<file path="config.mk">
export PLATFORM = sky130hd
export DESIGN_NAME = if_fetch_ctrl_flat
export DESIGN_NICKNAME = d
export VERILOG_FILES = /design/src/rtl/if_pkg.sv /design/src/rtl/if_fetch_ctrl_if.sv /design/src/rtl/if_skid_buf.sv /design/src/rtl/if_fetch_ctrl.sv /design/src/flat_wrapper.sv
export SDC_FILE = /design/constraint.sdc
export NUM_CORES = 1
export LEC_CHECK = 0
export CORE_ASPECT_RATIO = 2
export CORE_MARGIN = 4
export CORE_UTILIZATION = 55
export CTS_BUF_LIST = sky130_fd_sc_hd__clkbuf_16
export CTS_CLUSTER_SIZE = 12
export DETAILED_ROUTE_END_ITERATION = 7
export PLACE_DENSITY = 0.86
export SETUP_SLACK_MARGIN = 0.05
export SYNTH_ARGS = -nofsm -noshare
export SYNTH_HDL_FRONTEND = slang
export SYNTH_SLANG_ARGS = --single-unit
</file>
<file path="constraint.sdc">
create_clock -name clk -period 6.35 [get_ports clk]
set_clock_uncertainty 0.1 [all_clocks]
set_input_delay 0.9525 -clock clk [delete_from_list [all_inputs] [get_ports clk]]
set_output_delay 0.9525 -clock clk [all_outputs]
set_load 0.03 [all_outputs]
</file>
<file path="src/rtl/if_pkg.sv">
// Shared types and constants for the instruction-fetch sequencer.
package if_pkg;
  localparam int WORD_W = 32;

  localparam logic [WORD_W-1:0] RESET_PC_DEF  = 32'h0000_0000;
  localparam logic [WORD_W-1:0] NOP_INSTR_DEF = 32'h0000_0000;
  localparam logic [WORD_W-1:0] PC_STEP_DEF   = 32'd4;

  typedef enum logic [1:0] {
    IDLE  = 2'd0,
    FETCH = 2'd1,
    HOLD  = 2'd2
  } fetch_state_e;

  // Redirect targets are forced onto a word boundary.
  function automatic logic [WORD_W-1:0] align_word(input logic [WORD_W-1:0] a);
    return a & ~32'h3;
  endfunction
endpackage

</file>
<file path="src/rtl/if_fetch_ctrl_if.sv">
// Instruction-memory fetch bus: request/address out, ready/data back.
interface if_fetch_ctrl_if;
  import if_pkg::*;

  logic              imem_req;
  logic [WORD_W-1:0] imem_addr;
  logic              imem_ready;
  logic [WORD_W-1:0] imem_data;

  modport master (output imem_req, imem_addr, input imem_ready, imem_data);
  modport slave  (input imem_req, imem_addr, output imem_ready, imem_data);
endinterface

</file>
<file path="src/rtl/if_skid_buf.sv">
// One-entry {npc, ir} holding buffer for an instruction fetched during a stall.
module if_skid_buf
  import if_pkg::*;
(
  input  logic              clk,
  input  logic              rst_n,
  input  logic              load_i,
  input  logic              clear_i,
  input  logic              unload_i,
  input  logic [WORD_W-1:0] npc_i,
  input  logic [WORD_W-1:0] ir_i,
  output logic [WORD_W-1:0] npc_o,
  output logic [WORD_W-1:0] ir_o,
  output logic              full_o
);
  logic              full_q;
  logic [WORD_W-1:0] npc_q, ir_q;

  // Clear and unload win over load; the controller never asserts them together.
  always_ff @(posedge clk or negedge rst_n) begin
    if (!rst_n) begin
      full_q <= 1'b0;
      npc_q  <= '0;
      ir_q   <= '0;
    end else if (clear_i || unload_i) begin
      full_q <= 1'b0;
    end else if (load_i) begin
      full_q <= 1'b1;
      npc_q  <= npc_i;
      ir_q   <= ir_i;
    end
  end

  assign npc_o  = npc_q;
  assign ir_o   = ir_q;
  assign full_o = full_q;
endmodule

</file>
<file path="src/rtl/if_fetch_ctrl.sv">
// Fetch-stage sequencer: owns PC, handshakes with imem, drives IF/ID.
module if_fetch_ctrl
  import if_pkg::*;
#(
  parameter logic [WORD_W-1:0] RESET_PC  = RESET_PC_DEF,
  parameter logic [WORD_W-1:0] PC_STEP   = PC_STEP_DEF,
  parameter logic [WORD_W-1:0] NOP_INSTR = NOP_INSTR_DEF
) (
  input  logic              clk,
  input  logic              rst_n,
  input  logic              stall_i,
  input  logic              branch_taken_i,
  input  logic [WORD_W-1:0] branch_target_i,
  if_fetch_ctrl_if.master   imem,
  output logic [WORD_W-1:0] ifid_npc_o,
  output logic [WORD_W-1:0] ifid_ir_o,
  output logic              ifid_valid_o
);
  fetch_state_e      state_q;
  logic [WORD_W-1:0] pc_q, pc_inc;
  logic [WORD_W-1:0] ifid_npc_q, ifid_ir_q;
  logic              ifid_valid_q;

  logic              skid_load, skid_unload, skid_full;
  logic [WORD_W-1:0] skid_npc, skid_ir;

  assign pc_inc = pc_q + PC_STEP;

  assign skid_load   = (state_q == FETCH) && !branch_taken_i && imem.imem_ready && stall_i;
  assign skid_unload = (state_q == HOLD)  && !branch_taken_i && !stall_i;

  if_skid_buf u_skid (
    .clk      (clk),
    .rst_n    (rst_n),
    .load_i   (skid_load),
    .clear_i  (branch_taken_i),
    .unload_i (skid_unload),
    .npc_i    (pc_inc),
    .ir_i     (imem.imem_data),
    .npc_o    (skid_npc),
    .ir_o     (skid_ir),
    .full_o   (skid_full)
  );

  always_ff @(posedge clk or negedge rst_n) begin
    if (!rst_n) begin
      state_q      <= IDLE;
      pc_q         <= RESET_PC;
      ifid_npc_q   <= '0;
      ifid_ir_q    <= NOP_INSTR;
      ifid_valid_q <= 1'b0;
    end else if (branch_taken_i) begin
      // Redirect beats stall and discards any data returned this cycle.
      state_q      <= FETCH;
      pc_q         <= align_word(branch_target_i);
      ifid_ir_q    <= NOP_INSTR;
      ifid_valid_q <= 1'b0;
    end else begin
      case (state_q)
        IDLE: state_q <= FETCH;
        FETCH: begin
          if (imem.imem_ready) begin
            pc_q <= pc_inc;
            if (stall_i) begin
              state_q <= HOLD;
            end else begin
              ifid_npc_q   <= pc_inc;
              ifid_ir_q    <= imem.imem_data;
              ifid_valid_q <= 1'b1;
            end
          end else if (!stall_i) begin
            ifid_ir_q    <= NOP_INSTR;
            ifid_valid_q <= 1'b0;
          end
        end
        HOLD: begin
          if (!stall_i) begin
            state_q      <= FETCH;
            ifid_npc_q   <= skid_npc;
            ifid_ir_q    <= skid_ir;
            ifid_valid_q <= skid_full;
          end
        end
        default: state_q <= IDLE;
      endcase
    end
  end

  assign imem.imem_req  = (state_q == FETCH);
  assign imem.imem_addr = pc_q;
  assign ifid_npc_o     = ifid_npc_q;
  assign ifid_ir_o      = ifid_ir_q;
  assign ifid_valid_o   = ifid_valid_q;
endmodule

</file>
<file path="src/flat_wrapper.sv">
// flat-port wrapper written by rule: the top's interface ports become plain ports
module if_fetch_ctrl_flat import if_pkg::*;
#(
  parameter logic [WORD_W-1:0] RESET_PC  = RESET_PC_DEF,
  parameter logic [WORD_W-1:0] PC_STEP   = PC_STEP_DEF,
  parameter logic [WORD_W-1:0] NOP_INSTR = NOP_INSTR_DEF
)
  (clk, rst_n, stall_i, branch_taken_i, branch_target_i, ifid_npc_o, ifid_ir_o, ifid_valid_o, imem_imem_req, imem_imem_addr, imem_imem_ready, imem_imem_data);
  if_fetch_ctrl_if imem_i ();
  input  logic clk;
  input  logic rst_n;
  input  logic stall_i;
  input  logic branch_taken_i;
  input  logic [WORD_W-1:0] branch_target_i;
  output logic [WORD_W-1:0] ifid_npc_o;
  output logic [WORD_W-1:0] ifid_ir_o;
  output logic ifid_valid_o;
  output wire logic [$bits(imem_i.imem_req)-1:0] imem_imem_req;
  output wire logic [$bits(imem_i.imem_addr)-1:0] imem_imem_addr;
  input wire logic [$bits(imem_i.imem_ready)-1:0] imem_imem_ready;
  input wire logic [$bits(imem_i.imem_data)-1:0] imem_imem_data;
  assign imem_imem_req = imem_i.imem_req;
  assign imem_imem_addr = imem_i.imem_addr;
  assign imem_i.imem_ready = imem_imem_ready;
  assign imem_i.imem_data = imem_imem_data;
  if_fetch_ctrl #(.RESET_PC(RESET_PC), .PC_STEP(PC_STEP), .NOP_INSTR(NOP_INSTR)) u_core (.clk(clk), .rst_n(rst_n), .stall_i(stall_i), .branch_taken_i(branch_taken_i), .branch_target_i(branch_target_i), .imem(imem_i), .ifid_npc_o(ifid_npc_o), .ifid_ir_o(ifid_ir_o), .ifid_valid_o(ifid_valid_o));
endmodule
</file>
# Word-level counts from Yosys, hierarchy flattened
# Index checks and enable logic that the tools add are counted.
word_totals:
  output_inout_bits: 98
  inputBits: 69
  elab_cells: 65
  regBits: 164
classes:
  n_bitwise: 2
  n_eq_ne: 9
  reduce_logical: 19
  muxes: 26
  addsub: 1
op_table:
  columns: ["cell", "count"]
  rows:
  - ["32-bit 2-to-1 mux", 11]
  - ["32-bit one-hot mux with 2 select lines", 2]
  - ["32-bit by 3-bit adder with 32-bit output, second input constant", 1]
  - ["3-bit inequality test, second input constant", 3]
  - ["2-bit 2-to-1 mux", 4]
  - ["2-bit nonzero test", 4]
  - ["1-bit 2-to-1 mux", 7]
  - ["2-bit one-hot mux with 3 select lines", 1]
  - ["3-bit AND reduction", 2]
  - ["1-bit logical AND", 5]
  - ["5-bit AND reduction", 1]
  - ["2-bit inequality test, second input constant", 2]
  - ["2-bit AND reduction", 2]
  - ["3-bit by 2-bit inequality test with 1-bit output, second input constant", 1]
  - ["3-bit nonzero test", 1]
  - ["2-bit by 1-bit equality test with 1-bit output, second input constant", 1]
  - ["2-bit equality test, second input constant", 1]
  - ["1-bit logical NOT", 2]
  - ["2-bit logical NOT", 1]
  - ["2-bit by 1-bit inequality test with 1-bit output, second input constant", 1]
  - ["1-bit NOT", 2]
  - ["1-bit one-hot mux with 2 select lines", 1]
  - ["1-bit logical OR", 1]

# Longest topological paths before layout
depth:
  ltp_word: 6
  mapped_depth: 8

# By module
# A second synthesis with hierarchy kept.
hier_totals:
  hier_cells: 743
  hier_area_um2: 8176.6
modules_own_cells:
  columns: ["module", "n_inst", "area_per_inst_um2", "cells_each", "seq_area_each_um2"]
  rows:
  - ["if_fetch_ctrl", 1, 5451.5, 604, 2427.3]
  - ["if_skid_buf", 1, 2725.1, 139, 1626.6]

# Worst setup path before layout
# OpenSTA, ideal clock, no wires.
synth_timing:
  path_type: "input -> register"
  start: "input imem_imem_ready"
  end: "register u_core.pc_q[28] (netlist: u_core.imem.imem_addr[28])"
  required_time_ns: 6.125
  path_buffers: 1
  arrival_ns: 2.344
  stages: 6
  slack_ns: 3.781
  cell_sequence: "buf_2 -> nand3b_4 -> nor3_1 -> nand4_1 -> xnor2_1 -> mux2_2"
synth_between:
  elab_chain_cells: 2
synth_lines:
  columns: ["item", "line_no", "text"]
  rows:
  - ["from (decl)", "flat_wrapper.sv:20", "input wire logic [$bits(imem_i.imem_ready)-1:0] imem_imem_ready;"]
  - ["2-bit nonzero test (no source line)", null, null]
  - ["2-bit AND reduction (no source line)", null, null]
  - ["to (signal assigned)", "if_fetch_ctrl.sv:55", "pc_q <= align_word(branch_target_i);"]
  - ["to (signal assigned)", "if_fetch_ctrl.sv:63", "pc_q <= pc_inc;"]
  - ["to (decl)", "if_fetch_ctrl.sv:20", "logic [WORD_W-1:0] pc_q, pc_inc;"]
# No other way between the ends.
# A chain may end at the register's enable or synchronous reset.

# Final worst setup path
layout_timing:
  start: "input imem_imem_ready"
  end: "register u_core.u_skid.ir_q[24] (netlist: u_core.u_skid.ir_o[24])"
layout_between:
  elab_chain_cells: 3
layout_lines:
  columns: ["item", "line_no", "text"]
  rows:
  - ["1-bit logical AND (2 in a row)", "if_fetch_ctrl.sv:29", "assign skid_load = (state_q == FETCH) && !branch_taken_i && imem.imem_ready && stall_i;"]
  - ["2-bit AND reduction (no source line)", null, null]
  - ["to (signal assigned)", "if_skid_buf.sv:30", "ir_q <= ir_i;"]
  - ["to (decl)", "if_skid_buf.sv:17", "logic [WORD_W-1:0] npc_q, ir_q;"]
# No other way between the ends.

==> out/qor.csv <==
stage,metric,value,unit
placement,number of port buffers,160,
pwr,Flop pwr share,44.2,%
synth,Most used DFF post-synth,dfrtp_1,
placement,placed cell count,1028,
pwr,Peak VDD IR,194.8,uV
clock_network,CTS tree,built,
final_layout,utilization after layout,72.68,%
route,initial DRC count,413,
global_route,largest net degree at the start of global routing,99,
route,ANT nets after route,0,
pwr,switching power,0.9289,mW
global_route,GRT overflow,0,
placement,Final Wtd Congestion,0.8486,
synth,"Avg Cell Area, Syn",9.998,sq um
sta,RSZ-0062 raised after global routing,false,
clock_network,count of cells resized by post-cts repair,0,
sta,final worst-path cycle share,59.76,%
critical_path,critical path type,in2reg,
global_route,Total GRT Usage,25.93,%
final_layout,register area,3954,sq um
sta,Slew headroom,27.00,%
synth,"FFs w/ async S/R, synth",100.0,%
die,die extent in x,91.33,um
die,die footprint,15950,sq um
clock_network,Clock Path Buffers,2,
final_layout,area of the multi-input gates,3420,sq um
clock_network,Setup Buffers After CTS,0,
clock_network,H-tree depth,4,
sta,setup violators final,0,
sta,"Slew Viols, Final",0,
final_layout,non-filler cells in the finished layout,1060,
synth,Syn. warnings,0,
sta,Post-Route Setup TNS,0,ps
clock_network,clk sinks,158,
placement,post-DP HPWL,13680,um
final_layout,antenna cells,0,
final_layout,"Area growth, synth to finish",28.57,%
synth,mapped cell area,7639,sq um
pwr,Switching Fraction,31.57,%
pwr,P_leak,4.098,nW
critical_path,WP data arrival,3990,ps
clock_network,clock-pin slew on the worst setup and hold paths,70,ps
route,# DRC,0,
sta,Fin. Hold Viols,0,
sta,fin crit period,3795,ps
worst_hold_path,Hold Crit Class,reg2reg,
critical_path,Worst Path Required,6550,ps
critical_path,Reg2Reg Depth,3,
die,Die Height,174.7,um
pwr,power share of the combinational group,22.9,%
die,FP Rows,60,
pwr,PD cells,299.6,nW/um^2
global_route,vias in the first global route,6409,
synth,"FF+latch count, synth",158,
sta,fmax,263.5,MHz
critical_path,Worst Setup End Kind,flop,
route,Via-to-Cell Ratio,5.958,
route,drt wl/cell,19.09,um
synth,Post-synth EDFFs,0,
final_layout,Fill cells,969,
sta,Slew @ Worst Pin,1095,ps
die,Ports,167,
worst_hold_path,hold depth,2,
pwr,clock network fraction of total power,33.0,%
synth,post-synth cell types,52,
synth,sequential element share of the synthesized area,51.76,%
clock_network,clock latency on the worst-skew pair,420,ps
critical_path,Critical Path Start Type,primary input,
die,Initial Util,56.53,%
route,TritonRoute pass-1 iters,5,
clock_network,TritonCTS Buffers,17,
clock_network,"Hold-fix buffers, CTS",0,
final_layout,share of post-route cells with drive strength above 1,11.60,%
route,via count,6316,
die,Core Box Area,13510,sq um
final_layout,final layout net count,962,
run_status,outcome,finished clean,
pwr,P_int,2.014,mW
flow_run,MaxCap Viol Count,0,
route,total wire length,20240,um
global_route,initial antenna violation count,0,
synth,Synth Instances,764,
global_route,first-pass GRT wire length,33010,um
critical_path,"Max FO, Critical Path",87,
clock_network,root buffer cell,clkbuf_16,
[per-stage QoR]
stage          setup slack, ps  power (mW)  hold WS [ps]  area [sq um]
2_1_floorplan             3781       1.681         341.8          7650
3_3_place_gp              2196       1.963         353.1          9259
3_5_place_dp              2177       1.990         363.0          9259
4_1_cts                   2615       2.963         376.9          9821
5_1_grt                   2434       3.079         403.9          9821
6_report                  2555       2.943         375.3          9821
[metal layers]
metal	share of wire (%)	GRT usage, %	wire (um)	vias to the layer above
met3	3.9	4.050	797	48
met4	4.4	13.98	897	0
li1	-	-	-	2955
met2	54	46.23	10990	223
met5	0	0	0	-
met1	37	29.33	7546	3090
[placed cells by master, fill, tap and decap left out, types with 17 or more instances in the layout]
master	instances
a21oi_1	57
and3_1	40
clkbuf_16	17
clkdlybuf4s50_1	158
dfrtp_1	158
mux2_2	38
nand2_1	88
nor2_1	41
o21ai_0	71
o2bb2ai_1	33
xnor2_1	26
xor2_1	23
[worst paths after layout]
| path | slack, ps | start | to |
|---|---|---|---|
| max in group asynchronous | 4280 | rst_n | u_core.ifid_npc_o[13] |
| hold / removal | 380 | u_core.ifid_npc_o[4] | u_core.ifid_npc_o[4] |
| hold reg to reg | 380 | u_core.ifid_npc_o[4] | u_core.ifid_npc_o[4] |
| setup reg to reg | 3370 | u_core.state_q[0] | u_core.u_skid.ir_o[24] |
| min in group asynchronous | 540 | rst_n | u_core.imem.imem_addr[22] |
| setup / recovery | 2560 | imem_imem_ready | u_core.u_skid.ir_o[24] |
[power groups by stage]
| stage | sequential (mW) | clock, mW | combinational (mW) |
|---|---|---|---|
| final | 1.30 | 0.970 | 0.673 |
| after global routing | 1.32 | 1.03 | 0.727 |
| after CTS | 1.30 | 0.986 | 0.679 |
| after detailed placement | 1.31 | 0 | 0.675 |
| after global placement | 1.30 | 0 | 0.659 |
| after floorplan | 1.42 | 0 | 0.260 |
[cells in the mapped netlist (5+ instances only)]
| master | number | area, sq um |
|---|---|---|
| o21ai_0 | 71 | 355.3 |
| mux2_2 | 38 | 427.9 |
| o2bb2ai_1 | 33 | 289.0 |
| clkbuf_1 | 41 | 153.9 |
| o22ai_1 | 10 | 62.56 |
| xor2_1 | 23 | 201.4 |
| buf_2 | 12 | 60.06 |
| inv_1 | 6 | 22.52 |
| o21ai_1 | 7 | 35.03 |
| a31oi_1 | 5 | 31.28 |
| dfrtp_1 | 158 | 3954 |
| buf_4 | 7 | 52.55 |
| nor2_1 | 42 | 157.7 |
| nor4_1 | 6 | 37.54 |
| a21oi_1 | 57 | 285.3 |
| nand3_1 | 13 | 65.06 |
| nand4_1 | 14 | 87.58 |
| nand2_1 | 88 | 330.3 |
| xnor2_1 | 26 | 227.7 |
| and3_1 | 40 | 250.2 |
| nor3_1 | 16 | 80.08 |
[critical path: stages]
cell	delay [ps]
clkdlybuf4s50_1	460
buf_4	320
and3b_1	670
nand3_4	860
mux2_2	610
[kinds of logic (layout without fill, tap and decap cells)]
family | after synthesis | after routing | share of synthesized area (%)
AND/OR/NAND/NOR | 251 | 251 | 17.41
AO/OA/AOI/OAI | 192 | 192 | 14.86
flip-flops | 158 | 158 | 51.76
buffers and inverters | 70 | 208 | 4.013
XOR/XNOR | 49 | 49 | 5.618
multiplexers | 42 | 42 | 6.126
adder cells (fa/ha/maj) | 1 | 1 | 0.1638
other | 1 | 4 | 0.04909
[cell type report]
cell class,instances,area share [%]
clock buffers,17,4.332
clock inverters,15,1.389
inverters,7,0.2675
multi-input cells,539,34.82
flip-flops and latches,158,40.26
well taps,155,1.975
repair buffers,169,16.96
[flip-flops by register name, summed over array words and instances, names as in the netlist]
register / flops
u_core.ifid_npc_o: 30
u_core.imem.imem_addr: 30
u_core.u_skid.full_o: 1
u_core.state_q: 2
u_core.ifid_ir_o: 32
u_core.u_skid.ir_o: 32
u_core.ifid_valid_o: 1
u_core.u_skid.npc_o: 30
Power figures use the tool's default switching activity.
